<file path="src/rtl/and_gate_exerciser_if.sv">
// Bus between the AND-gate exerciser and its bench/self-test wrapper.
// AND_EXER_FIRST_FAIL_EN adds the first-failure capture signals.
interface and_gate_exerciser_if #(
  parameter int ERR_W = 8
);
  logic             start;
  logic             a_out;
  logic             b_out;
  logic             y_in;
  logic             busy;
  logic             done;
  logic             pass;
  logic [ERR_W-1:0] err_count;
`ifdef AND_EXER_FIRST_FAIL_EN
  logic             first_fail_valid;
  logic [1:0]       first_fail_vec;
  logic             first_fail_y;

  modport master (output start, y_in,
                  input  a_out, b_out, busy, done, pass, err_count,
                         first_fail_valid, first_fail_vec, first_fail_y);
  modport slave  (input  start, y_in,
                  output a_out, b_out, busy, done, pass, err_count,
                         first_fail_valid, first_fail_vec, first_fail_y);
`else
  modport master (output start, y_in,
                  input  a_out, b_out, busy, done, pass, err_count);
  modport slave  (input  start, y_in,
                  output a_out, b_out, busy, done, pass, err_count);
`endif
endinterface

</file>
<file path="src/rtl/and_gate_exerciser.sv">
// Sweeps all four {a,b} vectors into a 2-input AND gate, checks y per vector.
// Optional first-failure capture under AND_EXER_FIRST_FAIL_EN.
module and_gate_exerciser #(
  parameter int SETTLE_CYCLES = 1,
  parameter int PASSES        = 1,
  parameter int ERR_W         = 8
) (
  input logic                 clk,
  input logic                 rst_n,
  and_gate_exerciser_if.slave bus
);
  typedef enum logic [2:0] {IDLE, DRIVE, SETTLE, SAMPLE, DONE} state_t;

  localparam logic [7:0] LAST_PASS  = 8'(PASSES - 1);
  localparam logic [7:0] SET_LAST   = (SETTLE_CYCLES > 0) ? 8'(SETTLE_CYCLES - 1) : 8'd0;
  localparam logic [ERR_W-1:0] ERR_ONE = {{(ERR_W-1){1'b0}}, 1'b1};

  state_t           state;
  logic [1:0]       vec;
  logic [7:0]       set_cnt;
  logic [7:0]       pass_cnt;
  logic             a_q, b_q, busy_q, done_q, pass_q;
  logic [ERR_W-1:0] err_q;
  logic             mism;
  logic [ERR_W-1:0] err_nxt;

  // Compare against the registered drive, not vec, so the check sees what the gate saw
  assign mism    = bus.y_in != (a_q & b_q);
  assign err_nxt = (mism && (err_q != {ERR_W{1'b1}})) ? err_q + ERR_ONE : err_q;

`ifdef AND_EXER_FIRST_FAIL_EN
  logic       ff_valid;
  logic [1:0] ff_vec;
  logic       ff_y;

  always_ff @(posedge clk or negedge rst_n) begin
    if (!rst_n) begin
      ff_valid <= 1'b0;
      ff_vec   <= 2'b00;
      ff_y     <= 1'b0;
    end else if (state == IDLE && bus.start) begin
      ff_valid <= 1'b0;
      ff_vec   <= 2'b00;
      ff_y     <= 1'b0;
    end else if (state == SAMPLE && mism && !ff_valid) begin
      ff_valid <= 1'b1;
      ff_vec   <= {a_q, b_q};
      ff_y     <= bus.y_in;
    end
  end

  assign bus.first_fail_valid = ff_valid;
  assign bus.first_fail_vec   = ff_vec;
  assign bus.first_fail_y     = ff_y;
`endif

  always_ff @(posedge clk or negedge rst_n) begin
    if (!rst_n) begin
      state    <= IDLE;
      vec      <= 2'd0;
      set_cnt  <= 8'd0;
      pass_cnt <= 8'd0;
      a_q      <= 1'b0;
      b_q      <= 1'b0;
      busy_q   <= 1'b0;
      done_q   <= 1'b0;
      pass_q   <= 1'b0;
      err_q    <= '0;
    end else begin
      done_q <= 1'b0;
      case (state)
        IDLE: if (bus.start) begin
          state    <= DRIVE;
          vec      <= 2'd0;
          pass_cnt <= 8'd0;
          err_q    <= '0;
          pass_q   <= 1'b0;
          busy_q   <= 1'b1;
        end
        DRIVE: begin
          {a_q, b_q} <= vec;
          set_cnt    <= 8'd0;
          state      <= (SETTLE_CYCLES > 0) ? SETTLE : SAMPLE;
        end
        SETTLE: begin
          if (set_cnt == SET_LAST) state <= SAMPLE;
          else                     set_cnt <= set_cnt + 8'd1;
        end
        SAMPLE: begin
          err_q <= err_nxt;
          if (vec != 2'd3) begin
            vec   <= vec + 2'd1;
            state <= DRIVE;
          end else if (pass_cnt < LAST_PASS) begin
            vec      <= 2'd0;
            pass_cnt <= pass_cnt + 8'd1;
            state    <= DRIVE;
          end else begin
            // Verdict includes a mismatch found in this final sample
            state  <= DONE;
            done_q <= 1'b1;
            pass_q <= (err_nxt == '0);
          end
        end
        DONE: begin
          busy_q <= 1'b0;
          state  <= IDLE;
        end
        default: state <= IDLE;
      endcase
    end
  end

  assign bus.a_out     = a_q;
  assign bus.b_out     = b_q;
  assign bus.busy      = busy_q;
  assign bus.done      = done_q;
  assign bus.pass      = pass_q;
  assign bus.err_count = err_q;
endmodule
</file>
<file path="src/flat_wrapper.sv">
// flat-port wrapper written by rule: the top's interface ports become plain ports
module and_gate_exerciser_flat 
#(
  parameter int SETTLE_CYCLES = 1,
  parameter int PASSES        = 1,
  parameter int ERR_W         = 8
)
  (clk, rst_n, bus_start, bus_y_in, bus_a_out, bus_b_out, bus_busy, bus_done, bus_pass, bus_err_count);
  and_gate_exerciser_if #(.ERR_W(ERR_W)) bus_i ();
  input logic clk;
  input logic rst_n;
  input wire logic [$bits(bus_i.start)-1:0] bus_start;
  input wire logic [$bits(bus_i.y_in)-1:0] bus_y_in;
  output wire logic [$bits(bus_i.a_out)-1:0] bus_a_out;
  output wire logic [$bits(bus_i.b_out)-1:0] bus_b_out;
  output wire logic [$bits(bus_i.busy)-1:0] bus_busy;
  output wire logic [$bits(bus_i.done)-1:0] bus_done;
  output wire logic [$bits(bus_i.pass)-1:0] bus_pass;
  output wire logic [$bits(bus_i.err_count)-1:0] bus_err_count;
  assign bus_i.start = bus_start;
  assign bus_i.y_in = bus_y_in;
  assign bus_a_out = bus_i.a_out;
  assign bus_b_out = bus_i.b_out;
  assign bus_busy = bus_i.busy;
  assign bus_done = bus_i.done;
  assign bus_pass = bus_i.pass;
  assign bus_err_count = bus_i.err_count;
  and_gate_exerciser #(.SETTLE_CYCLES(SETTLE_CYCLES), .PASSES(PASSES), .ERR_W(ERR_W)) u_core (.clk(clk), .rst_n(rst_n), .bus(bus_i));
endmodule
</file>
<file path="config.mk">
export PLATFORM = sky130hd
export DESIGN_NAME = and_gate_exerciser_flat
export DESIGN_NICKNAME = d
export VERILOG_FILES = /design/src/rtl/and_gate_exerciser_if.sv /design/src/rtl/and_gate_exerciser.sv /design/src/flat_wrapper.sv
export SDC_FILE = /design/constraint.sdc
export NUM_CORES = 1
export LEC_CHECK = 0
export CORE_ASPECT_RATIO = 0.6
export CORE_MARGIN = 8
export CORE_UTILIZATION = 53
export CTS_CLUSTER_SIZE = 40
export DETAILED_ROUTE_END_ITERATION = 8
export DONT_BUFFER_PORTS = 1
export HOLD_SLACK_MARGIN = 0.05
export PLACE_DENSITY_LB_ADDON = 0.3
export SETUP_SLACK_MARGIN = 0.1
export SLEW_MARGIN = 5
export SYNTH_ARGS = -nofsm -noshare
export SYNTH_HDL_FRONTEND = slang
export SYNTH_SLANG_ARGS = --single-unit
</file>
<file path="constraint.sdc">
create_clock -name clk -period 2.58 [get_ports clk]
set_input_delay 0.129 -clock clk [delete_from_list [all_inputs] [get_ports clk]]
set_output_delay 0.129 -clock clk [all_outputs]
set_load 0.005 [all_outputs]
</file>
* After elaboration in Yosys (flattened, before gate mapping) *
Cells that the tools add are included.
Widths: inputs -> output; s select.

operators by class
  $add $sub $neg = 4
  reduce and logical (&&, ||, !) cells = 14
  equal/unequal tests = 14
  mux-type cells = 26
  bitwise operators = 1
  order comparisons = 1

operators with widths
  kind                 count
  $pmux 8 s2           3
  $mux 8               5
  $add 8x1->8 const B  3
  $logic_not 8->1      2
  $mux 3               4
  $pmux 3 s4           1
  $ne 2x2->1 const B   5
  $lt 8x1->1 const B   1
  $ne 8x8->1 const B   1
  $reduce_and 2->1     4
  $reduce_and 4->1     2
  $mux 1               7
  $eq 3x2->1 const B   2
  $mux 2               3
  $reduce_bool 2->1    3
  $ne 2x1->1 const B   2
  $pmux 1 s2           2
  $pmux 2 s2           1
  $eq 3x1->1 const B   1
  $eq 3x3->1 const B   1
  $logic_not 3->1      1
  $ne 3x1->1 const B   1
  $reduce_and 3->1     1
  $add 2x1->2 const B  1
  3 further kinds      3

word-level totals
  output and inout bits = 13
  logic and storage cells = 70
  register bits after elaboration = 34

* Longest topological paths before layout *
Gate-level depths: netlist (run 1).

  depth in word-level cells = 8
  gate-level depth with buffers = 7
  depth with buffers taken out = 7

* Worst setup path before layout (run 1) *
OpenSTA, ideal clock, no wires.

  kind = register to register
  start = register u_core.err_q[0] (netlist: u_core.bus.err_count[0])
  end = register u_core.pass_q (netlist: u_core.bus.pass)
  library setup time = 123 ps
  required time = 2457 ps
  period minus slack after synthesis = 1724 ps
  buffers on the path = 0
  data arrival time = 1602 ps
  stages on the path, launching flop included = 7
  setup slack = 856 ps
  path through = dfrtp_1 ha_1 nand4_1 o22ai_4 mux2_2 o2111ai_1 o21ai_1

on the way
  word-level cells in the longest chain between the ends = 7
  elaborated cells on any way between the ends = 8

ends and longest elaborated chain
  item                                                                 RTL line                   RTL
  from (decl)                                                          and_gate_exerciser.sv:23   logic [ERR_W-1:0] err_q;
  from (signal assigned)                                               and_gate_exerciser.sv:90   err_q <= err_nxt;
  parallel branches: the longest is 2 deep, another holds $add 8x1->8  n/a
  $mux 8 *                                                             and_gate_exerciser.sv:29   assign err_nxt = (mism && (err_q != {ERR_W{1'b1}})) ? err_q + ERR_ONE : err_q;
  $logic_not 8->1 *                                                    and_gate_exerciser.sv:102  pass_q <= (err_nxt == '0);
  $mux 1 *                                                             and_gate_exerciser.sv:94   end else if (pass_cnt < LAST_PASS) begin
  $mux 1 *                                                             and_gate_exerciser.sv:91   if (vec != 2'd3) begin
  $pmux 1 s2 *                                                         and_gate_exerciser.sv:71   case (state)
  to (signal assigned)                                                 and_gate_exerciser.sv:102
  to (decl)                                                            and_gate_exerciser.sv:22   logic a_q, b_q, busy_q, done_q, pass_q;

Mark *: on every way between the ends. The select of a mux whose other input is x is not followed.
A chain may end at the register's enable or synchronous reset.

* Final worst setup path (run 1) *
Ends and elaborated chain as after synthesis.

==> results_dict.tcl, run 1 <==
set metrics [dict create \
    status "finished clean" \
    cts.clk_slew.worst_paths_ns 0.08 \
    cts.sinks 26 \
    fin_util_pct 56.5 \
    power.leakage_nw 0.664 \
    wl_met1_mm 1.54 \
    antenna_found_initial 0 \
    yosysMostFrequentCell "dfrtp_1" \
    powerDensity_nw_per_um2 855 \
    layout_min_cycle_time_ns 2.00 \
    grt_max_degree 27 \
    grt_remaining_overflow 0 \
    post_cts_buffers 0 \
    vias 1144 \
    critPathKind "flip-flop to flip-flop" \
    drt-pass1-iter-count 4 \
    die_area_um2 4870 \
    clk_latency_ns 0.27 \
    p_int_mw 0.802 \
    place_area_um2 1510 \
    p_seq_share_pct 46.2 \
    multi_input_area_um2 801 \
    setup_ws_ns 0.580 \
    r2r-end "u_core.bus.pass" \
    reg2reg_from "u_core.bus.err_count[0]" \
    ys_ff_latch 26 \
    diodes 0 \
    r2r_slack_ns 0.58 \
    hold_buffers 2 \
    register_area_um2 651 \
    worst_setup_path_start_kind "flip-flop" \
    crit_fanout 7 \
    r2r_cells 6 \
    drive_gt1_share_pct 11.5 \
    fp.coreArea_um2 2800 \
    final_cell_area_um2 1580 \
    synth.largest_area_cell "dfrtp_1" \
    min-delay-start "bus_start" \
    synth-main-ff-cell "dfrtp_1" \
    tritoncts "done" \
    io-pin-count 17 \
    power_frac_comb_pct 36.8 \
    relSlewSlack_pct 66.1 \
    syn_area_um2 1510 \
    async_flop_share_pct 100 \
    drtIter0Drc 88 \
    cp_data_required_time_ns 2.78 \
    synth_area_per_cell_um2 10.0 \
    whs_ns 0.0670 \
    cts-root-to-sink-buffers 2 \
    wl_met3_um 221 \
    cts-resized-gates 0 \
    grtUsageTotal_pct 13.4 \
    synth_edf_count 0 \
    whs_path_depth 2 \
    worst_slew_pin_slew_ns 0.502 \
    dp.cells 177 \
    clkPwrFrac_pct 17.0 \
    dr.max_layer_used "met4" \
    die_height_um 57.4 \
    initial_core_util_pct 54.0 \
    maxCapViolCount 0 \
    syn_to_final_growth_pct 4.55 \
    slew_viol_final 0 \
    ys_seq_area_share_pct 43.0 \
    rsz0062_at_grt "no" \
    arrival_ns 2.20 \
    nNetsFinal 158 \
    yosysWarnings 0 \
    syn_inst 151 \
    hp-class "primary input to flip-flop" \
    power_switching_mw 0.550 \
    wl_mm 3.14 \
    synth_area_leaders "dfrtp_1 43%, nor2_1 4.7%, mux2_2 4.5%" \
    synthesis.nets 159 \
    hold_viol_final 0 \
    fmax_ghz 0.500 \
    grt_pass1_wl_mm 5.24 \
    vdd_drop_max_mv 0.573 \
    worst_setup_path_end_kind "flip-flop" \
    finalCritPeriodShare_pct 77.5 \
    ys_types 41 \
    numPortBuffers 0 \
    place_congestion 0.865 \
    ant_nets 0 \
    power.total_mw 1.35 \
    numCtsBuffers 3 \
    hpwl_mm 2.38 \
    rows 15 \
    preCtsSetupSlack_ns 0.647 \
    cts_max_level 1 \
    dieWidth_um 84.9 \
    tns_ns 0 \
    switching_share_pct 40.7 \
    wl_met2_mm 1.34 \
    synth_common_cells "26 x dfrtp_1, 19 x nor2_1, 10 x nand2_1" \
    nFillCells 239 \
    layout.cells.non_filler 182 \
    viasPerCell 6.29 \
    synth_top_cell_area_share_pct 43.0 \
    worstHoldEndpoint "u_core.bus.busy" \
    route.detailed.drc 0 \
    finalClockSkew_ns 0.00157 \
    grt_pass1_vias 1012 \
    avgRoutedWirePerCell_um 17.2 \
    clockRootBuffer "clkbuf_8" \
    setup_viol_count_final 0 \
]
[cell families after synthesis]
| family | share of synthesized area [%] |
|---|---|
| xor gates and xnor gates | 4.64 |
| DFF | 43.0 |
| adders and majority gates | 3.31 |
| muxes | 5.79 |
| buffers and inverters | 3.97 |
| AOI/OAI and AO/OA | 16.8 |
| and+or+nand+nor | 22.4 |
[how the worst max path moves through the flow]
stage                             from              end  slack (ns)  cells after the start
6_report       u_core.bus.err_count[0]  u_core.bus.pass        0.58                      6
5_1_grt        u_core.bus.err_count[0]  u_core.bus.pass        0.49                      6
2_1_floorplan  u_core.bus.err_count[0]  u_core.bus.pass        0.86                      6
3_3_place_gp   u_core.bus.err_count[0]  u_core.bus.pass        0.68                      6
3_5_place_dp   u_core.bus.err_count[0]  u_core.bus.pass        0.65                      6
4_1_cts        u_core.bus.err_count[0]  u_core.bus.pass        0.62                      6
[layout by cell type (no fill, tap or decap), types with 2 or more instances in the layout]
cell       Yosys  layout
a21oi_1        3       3
a22o_1         3       3
a41oi_1        2       2
and2_1         3       3
and3_1         2       2
clkbuf_8       0       3
dfrtp_1       26      26
ha_1           4       4
inv_1          4       4
mux2_2         6       6
mux2i_1        2       2
nand2_1       10      10
nand3_1        8       8
nand3b_1       2       2
nand4_1        4       4
nor2_1        19      19
nor3_1         5       5
nor4b_1        2       2
nor4b_2        2       2
o2111ai_1      2       2
o21ai_0        8       8
o22a_1         2       2
xnor2_1        4       4
xor2_1         4       4
[state kept, by name, summed over array words and instances, names as in the netlist]
register and flops:
u_core.bus.done 1, u_core.state 3, u_core.bus.a_out 1, u_core.bus.pass 1, u_core.bus.busy 1, u_core.bus.err_count 8
u_core.set_cnt 8, u_core.vec 2, u_core.bus.b_out 1
[area by class of cell]
class / count / share of cell area, %
multi-input cells: 113 / 50.7
flip-flops and latches: 26 / 41.2
well taps: 34 / 2.69
clock buffers: 3 / 2.61
repair buffers: 2 / 1.90
inverters: 4 / 0.950
[power by group through the flow]
stage | clock [mW] | sequential [mW] | combinational (mW)
after detailed placement | 0 | 0.633 | 0.481
final | 0.229 | 0.625 | 0.498
after global routing | 0.246 | 0.640 | 0.556
after CTS | 0.234 | 0.626 | 0.497
after floorplan | 0 | 0.560 | 0.464
after global placement | 0 | 0.625 | 0.469
[critical path, cell delays in order, from the launching register on]
cell	delay [ns]
dfrtp_1	0.48
ha_1	0.32
and4_1	0.26
or3_1	0.30
a21boi_0	0.29
mux2i_1	0.14
o21ai_1	0.14
[metal layers]
metal  GRT usage (%)  vias up
li1                -      545
met5               0        -
met3            5.01        5
met4            3.77        0
met1            19.0      558
met2            18.1       36
No activity file was read; power rests on OpenSTA's default activity.
==> run 2, diff against run 1 <==
Clock period 2.58 ns to 2 ns, I/O delays scaled along.
==> run 2 against run 1 <==
Via count rose by 3.7%. Final area rose by 6.8%. Global-route usage rose by 0.54 points. Sequential share of layout area fell by 2.6 points. Setup slack got worse by 0.42 ns. Non-clock buffer count rose by 11. Critical path depth rose by 2. Total power rose by 36%. Count of clock-buffer cells in the layout rose by 1. Core utilization rose by 3.8 points. Clock skew rose by 0.0028 ns. Largest power group unchanged.
==> results_dict.tcl, run 2 (synthesis results as in run 1) <==
set metrics [dict create \
    finalClockSkew_ns 0.00434 \
    io-pin-count 17 \
    initial_core_util_pct 54.0 \
    slowest_delay_ns 0.40 \
    fin_util_pct 60.4 \
    vias 1186 \
    grt_pass1_wl_mm 5.42 \
    final_cell_mix "26 x dfrtp_1, 19 x nor2_1, 10 x nand2_1, 10 x buf_4" \
    cts.sinks 26 \
    drtIter0Drc 121 \
    avgRoutedWirePerCell_um 16.9 \
    switching_share_pct 39.2 \
    nNetsFinal 169 \
    whs_ns 0.128 \
    slowest_stage "a2111oi_4" \
    layout.cells.non_filler 194 \
    worst_setup_path_end_kind "flip-flop" \
    ant_nets 0 \
    route.detailed.drc 0 \
    grtUsageTotal_pct 13.9 \
    mostFrequentLayoutCell "dfrtp_1" \
    power.leakage_nw 0.726 \
    die_height_um 57.4 \
    maxCapViolCount 0 \
    relSlewSlack_pct 74.3 \
    worst_slew_pin_slew_ns 0.383 \
    p_seq_share_pct 41.7 \
    grt_pass1_vias 1121 \
    syn_to_final_growth_pct 11.7 \
    numPortBuffers 0 \
    setup_ws_ns 0.155 \
    hpwl_mm 2.51 \
    layout_min_cycle_time_ns 1.84 \
    fp.coreArea_um2 2800 \
    path_buf_inv 2 \
    cts-root-to-sink-buffers 2 \
    viasPerCell 6.11 \
    setup_viol_count_final 0 \
    power_switching_mw 0.722 \
    worst_setup_path_start_kind "flip-flop" \
    dp.cells 184 \
    p_int_mw 1.12 \
    hp-class "primary input to flip-flop" \
    powerDensity_nw_per_um2 1090 \
    clockRootBuffer "clkbuf_8" \
    clkPwrFrac_pct 18.2 \
    power_frac_comb_pct 40.0 \
    place_congestion 0.865 \
    numCtsBuffers 3 \
    preCtsSetupSlack_ns 0.144 \
    status "finished clean" \
    cts_max_level 1 \
    crit_chain "inv_2 > ha_1 > nor4b_2 > a2111oi_4 > buf_4 > nor2_1 > a41oi_1 > o32ai_1" \
    tns_ns 0 \
    slew_viol_final 0 \
    drt-pass1-iter-count 4 \
    dieWidth_um 84.9 \
    cp_data_required_time_ns 2.13 \
    die_area_um2 4870 \
    grt_max_degree 27 \
    crit_fanout 5 \
    tritoncts "done" \
    hold_viol_final 0 \
    finalCritPeriodShare_pct 92.2 \
    grt_remaining_overflow 0 \
    critPathKind "flip-flop to flip-flop" \
    rsz0062_at_grt "no" \
    cts.clk_slew.worst_paths_ns 0.08 \
    fmax_ghz 0.542 \
    cp_top_family "compound AO/OA/AOI/OAI gates" \
    clk_latency_ns 0.27 \
    diodes 0 \
    drive_gt1_share_pct 20.0 \
    rows 15 \
    vdd_drop_max_mv 0.639 \
    arrival_ns 1.98 \
    wl_mm 3.28 \
    antenna_found_initial 0 \
]
-- run 2: cell count changes in the layout (fill, tap and decap cells not counted), sizes merged --
cell | before | now
dlygate4sd3 | 1 | 2
buf | 1 | 11
clkbuf | 3 | 4
-- run 2: worst paths after layout --
path,from,endpoint,slack [ns],depth (start not counted)
worst max-delay path,u_core.set_cnt[0],u_core.set_cnt[1],0.16,8
worst min-delay path,bus_start,u_core.bus.err_count[4],0.13,2
worst max register to register,u_core.set_cnt[0],u_core.set_cnt[1],0.16,8
worst min register to register,u_core.vec[1],u_core.vec[1],0.54,1
max in group asynchronous,rst_n,u_core.state[2],1.56,2
min in group asynchronous,rst_n,u_core.set_cnt[7],0.30,2
-- run 2: power groups by stage --
stage | logic [mW] | clock network [mW] | registers (mW)
3_5_place_dp | 0.708 | 0 | 0.783
6_report | 0.737 | 0.335 | 0.769
3_3_place_gp | 0.689 | 0 | 0.773
4_1_cts | 0.730 | 0.346 | 0.772
5_1_grt | 0.813 | 0.366 | 0.793
2_1_floorplan | 0.599 | 0 | 0.723
-- run 2: area by class of cell --
cell class | count | area [um2]
clock buffer | 4 | 55.1
fill | 231 | 1110
inverter | 4 | 15.0
multi-input combinational | 113 | 810
sequential | 26 | 651
tap | 34 | 42.5
timing repair buffer | 13 | 115
-- run 2: routing by layer --
metal	global-route usage, %	part of all wire [%]
met5	0	0
met4	4.02	1.6
met3	5.01	9.9
met2	20.5	44
met1	18.6	44
-- run 2: worst reg2reg max path: stages (launching register included) --
cell,delay [ns]
dfrtp_1,0.38
inv_2,0.05
ha_1,0.20
nor4b_2,0.17
a2111oi_4,0.40
buf_4,0.20
nor2_1,0.04
a41oi_1,0.17
o32ai_1,0.11
-- run 2: metrics by stage --
| step | instance area [um2] | power, mW |
|---|---|---|
| after global routing | 1690 | 1.97 |
| after CTS | 1660 | 1.85 |
| after global placement | 1560 | 1.46 |
| final | 1690 | 1.84 |
| after detailed placement | 1560 | 1.49 |
| after floorplan | 1510 | 1.32 |
-- run 2: timing repair --
action / CTS / global route
endpoints found under the setup margin: 0 / 5
endpoints found under the hold margin: 27 / 0
gates resized for setup: 0 / 4
hold buffers: 3 / 0
setup buffers: 0 / 3
==> run 3, diff against run 2 <==
--- a/config.mk
+++ b/config.mk
@@ -15,4 +15,5 @@
 export PLACE_DENSITY_LB_ADDON = 0.3
 export SETUP_SLACK_MARGIN = 0.1
+export SKIP_CTS_REPAIR_TIMING = 1
 export SLEW_MARGIN = 5
 export SYNTH_ARGS = -nofsm -noshare
==> constraint.sdc (replaced) <==
create_clock -name clk -period 2 [get_ports clk]
set_input_delay 0.2 -clock clk [delete_from_list [all_inputs] [get_ports clk]]
set_output_delay 0.2 -clock clk [all_outputs]
set_load 0.005 [all_outputs]
==> run 3 against run 2 <==
Die area unchanged. Global-route usage shrank 0.21 points. Worst hold slack got worse by 0.0057 ns. Count of clock-buffer cells in the layout unchanged. Sequential share of layout area grew 0.23 points. Clock skew hardly changed. Register-to-register slack about the same. Clock power about the same. Critical path depth unchanged. Setup slack better by 0.0024 ns. Non-clock buffer count shrank 1. Critical endpoint unchanged. Largest cell class unchanged.
==> results_dict.tcl, run 3 (synthesis results as in run 1) <==
set metrics [dict create \
    status "finished clean" \
    numCtsBuffers 3 \
    r2r_cells 8 \
    fp.coreArea_um2 2800 \
    worst_setup_path_start_kind "flip-flop" \
    place_congestion 0.865 \
    slew_viol_final 0 \
    reg2reg_from "u_core.set_cnt[1]" \
    final_cell_mix "26 x dfrtp_1, 19 x nor2_1, 10 x nand2_1, 10 x buf_4" \
    ant_nets 0 \
    finalClockSkew_ns 0.00468 \
    worst_slew_pin_slew_ns 0.382 \
    numPortBuffers 0 \
    relSlewSlack_pct 74.4 \
    hp-class "primary input to flip-flop" \
    clkPwrFrac_pct 18.3 \
    whs_ns 0.123 \
    dp.cells 184 \
    r2r-end "u_core.set_cnt[1]" \
    dieWidth_um 84.9 \
    fmax_ghz 0.543 \
    vias 1165 \
    clockRootBuffer "clkbuf_8" \
    r2r_slack_ns 0.16 \
    nNetsFinal 168 \
    clk_latency_ns 0.27 \
    initial_core_util_pct 54.0 \
    p_int_mw 1.12 \
    rsz0062_at_grt "no" \
    powerDensity_nw_per_um2 1100 \
    grt_max_degree 27 \
    switching_share_pct 39.4 \
    maxCapViolCount 0 \
    die_area_um2 4870 \
    setup_viol_count_final 0 \
    drtIter0Drc 90 \
    grtUsageTotal_pct 13.7 \
    arrival_ns 1.97 \
    vdd_drop_max_mv 0.644 \
    cts-root-to-sink-buffers 2 \
    die_height_um 57.4 \
    fin_util_pct 60.0 \
    avgRoutedWirePerCell_um 17.0 \
    p_seq_share_pct 41.7 \
    grt_remaining_overflow 0 \
    finalCritPeriodShare_pct 92.1 \
    power_switching_mw 0.726 \
    grt_pass1_vias 1098 \
    whs_path_depth 2 \
    hpwl_mm 2.51 \
    mostFrequentLayoutCell "dfrtp_1" \
    wl_mm 3.28 \
    startpoint "u_core.set_cnt[1]" \
    tritoncts "done" \
    tns_ns 0 \
    power.total_mw 1.84 \
    diodes 0 \
    critPathCapture "u_core.set_cnt[1]" \
    route.detailed.drc 0 \
    syn_to_final_growth_pct 11.0 \
    antenna_found_initial 0 \
    crit_fanout 5 \
    cp_data_required_time_ns 2.13 \
    worst_setup_path_end_kind "flip-flop" \
    cts.clk_slew.worst_paths_ns 0.08 \
    hold_viol_final 0 \
    layout.cells.non_filler 193 \
    cts_max_level 1 \
    power.leakage_nw 0.722 \
    power_frac_comb_pct 40.0 \
    drive_gt1_share_pct 20.1 \
    critPathKind "flip-flop to flip-flop" \
    drt-pass1-iter-count 4 \
    viasPerCell 6.04 \
    rows 15 \
    cts.sinks 26 \
    layout_min_cycle_time_ns 1.84 \
    io-pin-count 17 \
    grt_pass1_wl_mm 5.35 \
]
run 3: worst min path at each step:
stage                     startpoint           endpoint  slack, ns
after detailed placement       rst_n    u_core.state[0]      -0.09
after floorplan                rst_n   u_core.bus.a_out       -0.1
after global placement         rst_n    u_core.state[1]      -0.09
after global routing       bus_start    u_core.bus.busy       0.14
final                      bus_start    u_core.bus.busy       0.12
after CTS                      rst_n  u_core.set_cnt[0]      -0.39
run 3: metrics by stage:
stage / setup slack [ns] / area, um2
after floorplan: 0.276 / 1510
after global placement: 0.195 / 1560
after detailed placement: 0.144 / 1560
after CTS: 0.129 / 1620
after global routing: 0.105 / 1680
final: 0.158 / 1680
run 3: power groups by stage:
stage / sequential (mW) / clock (mW) / combinational [mW]
6_report: 0.770 / 0.337 / 0.738
3_3_place_gp: 0.773 / 0 / 0.689
4_1_cts: 0.772 / 0.346 / 0.712
5_1_grt: 0.793 / 0.366 / 0.811
2_1_floorplan: 0.723 / 0 / 0.599
3_5_place_dp: 0.783 / 0 / 0.708
run 3: critical path, stage by stage, from the launching register on:
cell	delay, ns
dfrtp_1	0.39
inv_2	0.06
ha_1	0.18
nor4b_2	0.17
a2111oi_4	0.40
buf_4	0.20
nor2_1	0.04
a41oi_1	0.17
o32ai_1	0.11
run 3: metal layers:
metal	up-vias	track usage (%)	wire [um]
li1	566	-	-
met1	551	18.4	1580
met2	42	20.1	1450
met3	6	5.01	225
met4	0	3.52	33
met5	-	0	0
run 3: cell type report:
class                           instances  area (um2)
Fill cell                             234        1120
Multi-Input combinational cell        113         810
Sequential cell                        26         651
Timing Repair Buffer                   12         105
Clock buffer                            4        55.1
Tap cell                               34        42.5
Inverter                                4        15.0
